--- src/rtl/mem_arbiter.sv ---
// Time-shares one single-port 256x32 memory between an instruction-fetch port and a data port.
// Build option ARB_RR_EN: round-robin on simultaneous requests; otherwise fixed data-over-fetch priority.
module mem_arbiter (
  input  logic        clk,
  input  logic        rst_n,
  input  logic        if_req,
  input  logic [7:0]  if_addr,
  output logic        if_gnt,
  output logic        if_valid,
  output logic [31:0] if_rdata,
  input  logic        d_req,
  input  logic        d_we,
  input  logic [7:0]  d_addr,
  input  logic [31:0] d_wdata,
  output logic        d_gnt,
  output logic        d_valid,
  output logic [31:0] d_rdata,
  output logic        mem_en,
  output logic        mem_we,
  output logic [7:0]  mem_addr,
  output logic [31:0] mem_wdata,
  input  logic [31:0] mem_rdata,
  output logic        busy
);

  typedef enum logic [1:0] {IDLE, IF_ACC, D_ACC, RESP} state_t;

  state_t      state, next_state;
  logic        grant_if, grant_d;
  logic        owner_d_p0;
  logic [7:0]  addr_p0;
  logic        we_p0;
  logic [31:0] wdata_p0;
  logic        d_rd_p2;
  logic [31:0] if_rdata_q, d_rdata_q;

  always_ff @(posedge clk or negedge rst_n) begin
    if (!rst_n) state <= IDLE;
    else        state <= next_state;
  end

  always_comb begin
    next_state = state;
    unique case (state)
      IDLE: begin
        if (grant_d)       next_state = D_ACC;
        else if (grant_if) next_state = IF_ACC;
      end
      IF_ACC, D_ACC: next_state = RESP;
      RESP:          next_state = IDLE;
      default:       next_state = IDLE;
    endcase
  end

`ifdef ARB_RR_EN
  logic last_d;

  always_comb begin
    grant_d  = 1'b0;
    grant_if = 1'b0;
    if (state == IDLE) begin
      if (if_req && d_req) begin
        grant_d  = !last_d;
        grant_if = last_d;
      end else begin
        grant_d  = d_req;
        grant_if = if_req;
      end
    end
  end

  // Pointer remembers the last winner; after reset fetch counts as last, so data wins the first tie.
  always_ff @(posedge clk or negedge rst_n) begin
    if (!rst_n)                  last_d <= 1'b0;
    else if (grant_d || grant_if) last_d <= grant_d;
  end
`else
  always_comb begin
    grant_d  = (state == IDLE) && d_req;
    grant_if = (state == IDLE) && if_req && !d_req;
  end
`endif

  // p0: request latched at grant
  always_ff @(posedge clk) begin
    if (grant_if || grant_d) begin
      addr_p0  <= grant_d ? d_addr : if_addr;
      we_p0    <= grant_d && d_we;
      wdata_p0 <= d_wdata;
    end
  end

  // p1: memory strobe; p2: response and read-data capture
  always_ff @(posedge clk or negedge rst_n) begin
    if (!rst_n) begin
      owner_d_p0 <= 1'b0;
      if_gnt     <= 1'b0;
      d_gnt      <= 1'b0;
      mem_en     <= 1'b0;
      mem_we     <= 1'b0;
      mem_addr   <= '0;
      mem_wdata  <= '0;
      if_valid   <= 1'b0;
      d_valid    <= 1'b0;
      d_rd_p2    <= 1'b0;
      if_rdata_q <= '0;
      d_rdata_q  <= '0;
    end else begin
      if_gnt <= grant_if;
      d_gnt  <= grant_d;
      if (grant_if || grant_d) owner_d_p0 <= grant_d;
      mem_en <= (state == IF_ACC) || (state == D_ACC);
      mem_we <= (state == D_ACC) && we_p0;
      if ((state == IF_ACC) || (state == D_ACC)) mem_addr <= addr_p0;
      if (state == D_ACC) mem_wdata <= wdata_p0;
      if_valid <= (state == RESP) && !owner_d_p0;
      d_valid  <= (state == RESP) && owner_d_p0;
      d_rd_p2  <= (state == RESP) && owner_d_p0 && !we_p0;
      if (if_valid) if_rdata_q <= mem_rdata;
      if (d_rd_p2)  d_rdata_q  <= mem_rdata;
    end
  end

  // Memory data arrives in the valid cycle, so it is forwarded then and held afterwards.
  assign if_rdata = if_valid ? mem_rdata : if_rdata_q;
  assign d_rdata  = d_rd_p2  ? mem_rdata : d_rdata_q;
  assign busy     = (state != IDLE);

endmodule

--- config.mk ---
export PLATFORM = sky130hd
export DESIGN_NAME = mem_arbiter
export DESIGN_NICKNAME = d
export VERILOG_FILES = /design/src/rtl/mem_arbiter.sv
export SDC_FILE = /design/constraint.sdc
export NUM_CORES = 1
export LEC_CHECK = 0
export ABC_AREA = 1
export CAP_MARGIN = 20
export CORE_ASPECT_RATIO = 1.1
export CORE_MARGIN = 2
export CORE_UTILIZATION = 41
export CTS_CLUSTER_DIAMETER = 120
export DETAILED_ROUTE_END_ITERATION = 16
export PLACE_DENSITY_LB_ADDON = 0.08
export SLEW_MARGIN = 0
export SYNTH_ARGS = -nofsm -noshare
export SYNTH_HDL_FRONTEND = slang
export SYNTH_SLANG_ARGS = --single-unit
export TNS_END_PERCENT = 30
--- constraint.sdc ---
create_clock -name clk -period 2.1 [get_ports clk]
set_input_delay 0.315 -clock clk [delete_from_list [all_inputs] [get_ports clk]]
set_output_delay 0.315 -clock clk [all_outputs]
set_load 0.01 [all_outputs]
==> flow_summary.yaml, run 1 <==
floorplan:
  fp.dieW_um: 118
  start_util: 0.424
  core_um2: 13900
  die_area_um2: 15400
  ios: 196
  rows: 45
  die_h_um: 130
logic_synthesis:
  yosys.area_share.adder: 0.00849
  synth.cells.most_frequent: "142 x nand2_1, 115 x inv_1, 114 x dfrtp_1"
  async_flop_share: 0.735
  ys_ff_latch: 155
  synth_seq_area_share: 0.693
  synth_simple_gate_area_frac: 0.0989
  synth.avg_cell_area_um2: 10.6
  synthCells: 554
  synth_top_family_by_area: "buffers and inverters"
  synth_compound_area_frac: 0.0883
  synth_edf_count: 41
  synth_nets: 643
  synth.top_cell.area_share: 0.484
  yosys_warnings: 0
  synthTopCellsByArea: "dfrtp_1 48%, edfxtp_1 21%, nand2_1 9.0%, inv_1 7.3%, o21ai_0 7.3%"
  synth.most_common_cell: "nand2_1"
  yosysTopAreaCell: "dfrtp_1"
  synth_area_um2: 5890
  synth_cell_types: 15
  synth_flop_cell: "dfrtp_1"
  synthXorXnorAreaFrac: 0
  yosys-mux-area-fraction: 0
critical_path:
  crit_type: "reg2out"
  path_buf_inv: 2
  ff2ff_setup_slack_ns: 0.48
  r2r_end: "wdata_p0[24]"
  worst_ep_required_time_ns: 1.78
  critPathLaunch: "if_valid"
  r2r-start: "state[0]"
  cp-end-kind: "output pin"
  r2r_cells: 5
  cpPeakStageDelay_ns: 0.45
  cp.arrival_ns: 1.62
  crit_slowest_cell: "dfrtp_2"
  endpoint: "if_rdata[24]"
  cpLargestDelayFamily: "buffers and inverters"
  start_kind: "flip-flop"
  path_cells: "clkbuf_16 > o21ai_0 > dlygate4sd2_1"
  crit_fanout: 24
  cp.depth: 3
flow_run:
  maxCapViolCount: 0
place:
  globalplace.congestion: 0.803
  dp_hpwl_mm: 9.20
  dp_slack_ns: 0.166
  io_buffers: 195
routing:
  viasPerCell: 4.39
  drc: 0
  ant_nets: 0
  wire_per_inst_um: 13.6
  first_iter_violations: 195
  drt_wl_total_mm: 13.1
  vias: 4219
  drtPass1Iterations: 5
global_routing:
  grt_overflow: 0
  grt_pass1_wl_mm: 20.6
  antenna_found_initial: 0
  first_global_vias: 4215
  track_usage: 0.173
  grt_max_degree: 50
timing:
  max_clock_freq_mhz: 516
  setup_viol: 0
  finalSetupTns_ns: 0
  hold_viol_final: 0
  skew_ns: 0.00511
  fin_crit_sh: 0.923
  relSlewSlack: 0.682
  grt_setup_unrepaired: "false"
  setup_ws_ns: 0.161
  layout_min_cycle_time_ns: 1.94
  worstMarginPinSlew_ns: 0.476
  slew_viol_final: 0
cts:
  clkLatencyLatePin_ns: 0.41
  numCtsBuffers: 17
  cts.sink_count: 155
  htreeDepth: 4
  cts_root_buf: "clkbuf_16"
  cts.clk_slew.worst_paths_ns: 0.06
  cts_tree: "yes"
  cts_buffer_depth: 2
power:
  pwr-share-clk: 0.243
  leakage_nw: 4.06
  finalPower_mw: 12.9
  pwr-share-seq: 0.380
  p_sw_frac: 0.327
  internal-power_mw: 8.70
  p_comb_frac: 0.378
  vdd_ir_drop_max_mv: 0.661
  power.switching_mw: 4.23
  cellPowerDensity_nw_per_um2: 1500
layout:
  area_delta_synth_final_pct: 46.5
  drive_above_1_share: 0.0661
  antenna_cells: 0
  fillCellCount: 1162
  fin_nets: 848
status:
  outcome: "complete, no violations"
hold_path:
  hold_path.class: "in2async"
## area by class of cell
class | count | area [µm²] | share of cell area
inverters | 116 | 435 | 0.0504
clock inverters | 13 | 176 | 0.0204
flip-flops and latches | 155 | 4090 | 0.473
multi-input cells | 260 | 1170 | 0.136
well taps | 188 | 235 | 0.0272
repair buffers | 209 | 2100 | 0.243
clock buffers | 19 | 433 | 0.0501
## kinds of logic after synthesis
kind of cell               Yosys count
DFF                                155
and+or+nand+nor                    152
buffers and inverters              139
AOI/OAI and AO/OA                  104
adders and majority gates            4
## stage by stage
stage / instance area [µm²] / utilization / cells / hold slack (ns)
finish: 8630 / 0.621 / 960 / 0.375
global route: 8630 / 0.621 / 960 / 0.384
CTS: 8570 / 0.616 / 959 / 0.364
detailed placement: 8020 / 0.577 / 926 / 0.275
global placement: 8020 / 0.577 / 926 / 0.272
floorplan: 5900 / - / 554 / 0.0194
## layer usage
metal / vias to the layer above / wire length [µm] / global-route usage
met5: - / 0 / 0
met4: 0 / 315 / 0.0872
met3: 23 / 778 / 0.0490
met2: 140 / 6490 / 0.286
met1: 1939 / 5520 / 0.210
li1: 2117 / - / -
## power groups by stage
stage / combinational (mW) / sequential, mW / clock [mW]
4_1_cts: 4.96 / 4.92 / 3.23
2_1_floorplan: 2.21 / 5.06 / 0
5_1_grt: 5.39 / 5.05 / 3.35
6_report: 4.89 / 4.91 / 3.14
3_3_place_gp: 5.21 / 4.92 / 0
3_5_place_dp: 5.33 / 4.96 / 0
## repair_timing
action                     in CTS  in global routing
setup buffers                   0                  0
cloned                          0                  1
hold endpoints to repair       28                  0
resized for setup              80                 24
hold buffers                    1                  0
setup endpoints to repair      65                 11
## placed cells by master (no fill, tap or decap), types with 2 or more instances in the layout
cell type | synthesis | routed
nand2_1 | 142 | 141
clkdlybuf4s50_1 | 0 | 129
inv_1 | 115 | 115
dfrtp_1 | 114 | 112
dlygate4sd2_1 | 0 | 54
o21ai_1 | 18 | 51
o21ai_0 | 86 | 50
edfxtp_1 | 41 | 41
clkbuf_16 | 0 | 18
dlymetal6s2s_1 | 0 | 11
buf_4 | 8 | 8
buf_12 | 0 | 5
nand3_1 | 4 | 4
bufinv_16 | 0 | 4
o21ai_2 | 0 | 3
nor2_1 | 3 | 3
ha_1 | 4 | 3
clkinv_2 | 0 | 3
clkinv_4 | 0 | 3
nand2_2 | 1 | 2
nand4_1 | 2 | 2
clkinv_1 | 0 | 2
clkbuf_1 | 1 | 2
dfrtp_2 | 0 | 2
## registers in the layout, summed over array words and instances (netlist names)
signal / flops
wdata_p0: 32
addr_p0: 8
d_rdata_q: 32
mem_wdata: 32
d_rd_p2: 1
if_valid: 1
state: 2
if_gnt: 1
mem_we: 1
if_rdata_q: 32
owner_d_p0: 1
d_gnt: 1
mem_en: 1
d_valid: 1
we_p0: 1
mem_addr: 8
## how the worst min path moves through the flow
stage | start | to | slack, ns | depth (start not counted)
finish | rst_n | d_rdata_q[27] | 0.37 | 2
global route | rst_n | d_rdata_q[27] | 0.38 | 2
CTS | rst_n | d_rdata_q[27] | 0.36 | 2
detailed placement | rst_n | d_rdata_q[23] | 0.27 | 1
global placement | rst_n | d_rdata_q[27] | 0.27 | 1
floorplan | rst_n | d_gnt | 0.02 | 0
Note: power is estimated with default switching activity, not from simulation.
==> run 2, diff against run 1 <==
HOLD_SLACK_MARGIN = 0.15   (was unset)
==> results of run 2 <==
No change in the layout: final DEF, timing and power equal those of run 1.
==> run 3, diff against run 2 <==
PLACE_DENSITY = 0.81   (was unset)
PLACE_DENSITY_LB_ADDON = unset   (was 0.08)
==> run 3 against run 2 <==
Against the previous run: register-to-register slack better by 0.02 ns; via count up 1.4%; hold slack improved by 0.048 ns; sequential share of layout area rose by 0.19 points; core utilization down 0.24 points; global-route usage increased by 0.16 points; count of clock-buffer cells in the layout down 1; cell area decreased by 0.39%; combinational power is essentially flat; critical endpoint is now if_rdata[20].
==> flow_summary.yaml, run 3 (same netlist as run 1, synthesis figures left out) <==
status:
  outcome: "complete, no violations"
place:
  dp_slack_ns: 0.201
  postPlaceCellArea_um2: 8030
  globalplace.congestion: 0.787
  dp.cells: 926
  io_buffers: 195
  dp_hpwl_mm: 9.05
global_routing:
  grt_pass1_wl_mm: 21.0
  grt_overflow: 0
  first_global_vias: 4307
  track_usage: 0.175
  antenna_found_initial: 0
  grt_max_degree: 66
critical_path:
  crit_fanout: 23
  start_kind: "flip-flop"
  crit_type: "reg2out"
  ff2ff_setup_slack_ns: 0.50
  cpPeakStageDelay_ns: 0.47
  r2r-start: "state[1]"
  r2r_cells: 5
  worst_ep_required_time_ns: 1.78
  path_cells: "buf_4 > clkbuf_16 > o21ai_1 > dlygate4sd2_1"
  r2r_end: "wdata_p0[15]"
  crit_slowest_cell: "dfrtp_2"
  cp.arrival_ns: 1.73
  cp-end-kind: "output pin"
timing:
  finalSetupTns_ns: 0
  setup_ws_ns: 0.0545
  worstMarginPinSlew_ns: 0.506
  fin_crit_sh: 0.974
  grt_setup_unrepaired: "true"
  relSlewSlack: 0.663
  slew_viol_final: 0
  hold_viol_final: 0
  setup_viol: 0
  skew_ns: 0.00645
  max_clock_freq_mhz: 489
  layout_min_cycle_time_ns: 2.05
layout:
  seq_area_um2: 4090
  final_core_util: 0.618
  final_area_um2: 8600
  area_delta_synth_final_pct: 45.9
  antenna_cells: 0
  multi_input_area_um2: 1160
  fin_nets: 851
  final_cell_count_no_fill: 963
  drive_above_1_share: 0.0813
  final_cell_mix: "141 x nand2_1, 131 x clkdlybuf4s50_1, 115 x inv_1"
  final_common_cell: "nand2_1"
  fillCellCount: 1152
power:
  pwr-share-seq: 0.388
  p_sw_frac: 0.343
  vdd_ir_drop_max_mv: 0.814
  cellPowerDensity_nw_per_um2: 1470
  p_comb_frac: 0.385
  leakage_nw: 4.02
  internal-power_mw: 8.34
  pwr-share-clk: 0.227
  power.switching_mw: 4.35
routing:
  vias: 4279
  ant_nets: 0
  drc: 0
  wl_met1_mm: 5.37
  route.met2.wl_mm: 6.35
  viasPerCell: 4.44
  top_layer_used: "met4"
  drt_wl_total_mm: 12.8
  wl_met3_um: 977
  wire_per_inst_um: 13.3
  first_iter_violations: 243
  drtPass1Iterations: 4
floorplan:
  core_um2: 13900
  die_h_um: 130
  start_util: 0.424
  fp.dieW_um: 118
  rows: 45
  die_area_um2: 15400
  ios: 196
cts:
  clkLatencyLatePin_ns: 0.41
  cts.clk_slew.worst_paths_ns: 0.06
  htreeDepth: 4
  cts_tree: "yes"
  numCtsBuffers: 17
  cts_buffer_depth: 2
  cts_root_buf: "clkbuf_16"
  cts.sink_count: 155
hold_path:
  hold_path.class: "in2async"
flow_run:
  maxCapViolCount: 0
-- run 3: timing repair --
item                                    in CTS  in global routing
endpoints found under the setup margin      61                 12
gates resized for setup                     82                 39
hold endpoints to repair                    31                  0
hold buffers                                 1                  0
cloned                                       0                  1
buffers inserted                             1                  2
-- run 3: layer usage --
| layer | up-vias | global-route usage |
|---|---|---|
| met1 | 1996 | 0.209 |
| met4 | 0 | 0.0659 |
| met2 | 147 | 0.294 |
| met3 | 10 | 0.0612 |
| li1 | 2126 | - |
| met5 | - | 0 |
-- run 3: worst max-delay path by stage --
stage	startpoint	endpoint	slack, ns	cells after the start
after CTS	if_valid	if_rdata[12]	-0.17	3
after detailed placement	mem_rdata[13]	d_rdata[13]	0.20	4
final	if_valid	if_rdata[20]	0.05	4
after global routing	if_valid	if_rdata[6]	-0.04	4
after global placement	mem_rdata[6]	if_rdata[6]	0.21	4
after floorplan	state[0]	addr_p0[0]	0.27	5
-- run 3: power by group through the flow --
stage,registers (mW),clock network [mW],logic (mW)
detailed placement,4.98,0,5.28
floorplan,5.06,0,2.21
CTS,4.94,2.96,4.90
global route,5.06,3.11,5.43
finish,4.92,2.88,4.88
global placement,4.92,0,5.14
-- run 3: metrics by stage --
step,hold slack (ns),power (mW)
2_1_floorplan,0.0194,7.27
3_3_place_gp,0.316,10.1
3_5_place_dp,0.325,10.3
4_1_cts,0.429,12.8
5_1_grt,0.431,13.6
6_report,0.422,12.7
-- run 3: worst max-delay path: cells and delay by family, from the launching register on --
family,cells,cell delay [ns]
buf+inv,3,0.64
flops,1,0.47
compound gates,1,0.20
-- run 3: final cells by class --
cell class,instances,share of cell area
inverter,116,0.0506
tap,188,0.0274
clock inverter,14,0.0151
sequential,155,0.475
clock buffer,18,0.0511
multi-input combinational,260,0.135
timing repair buffer,212,0.245
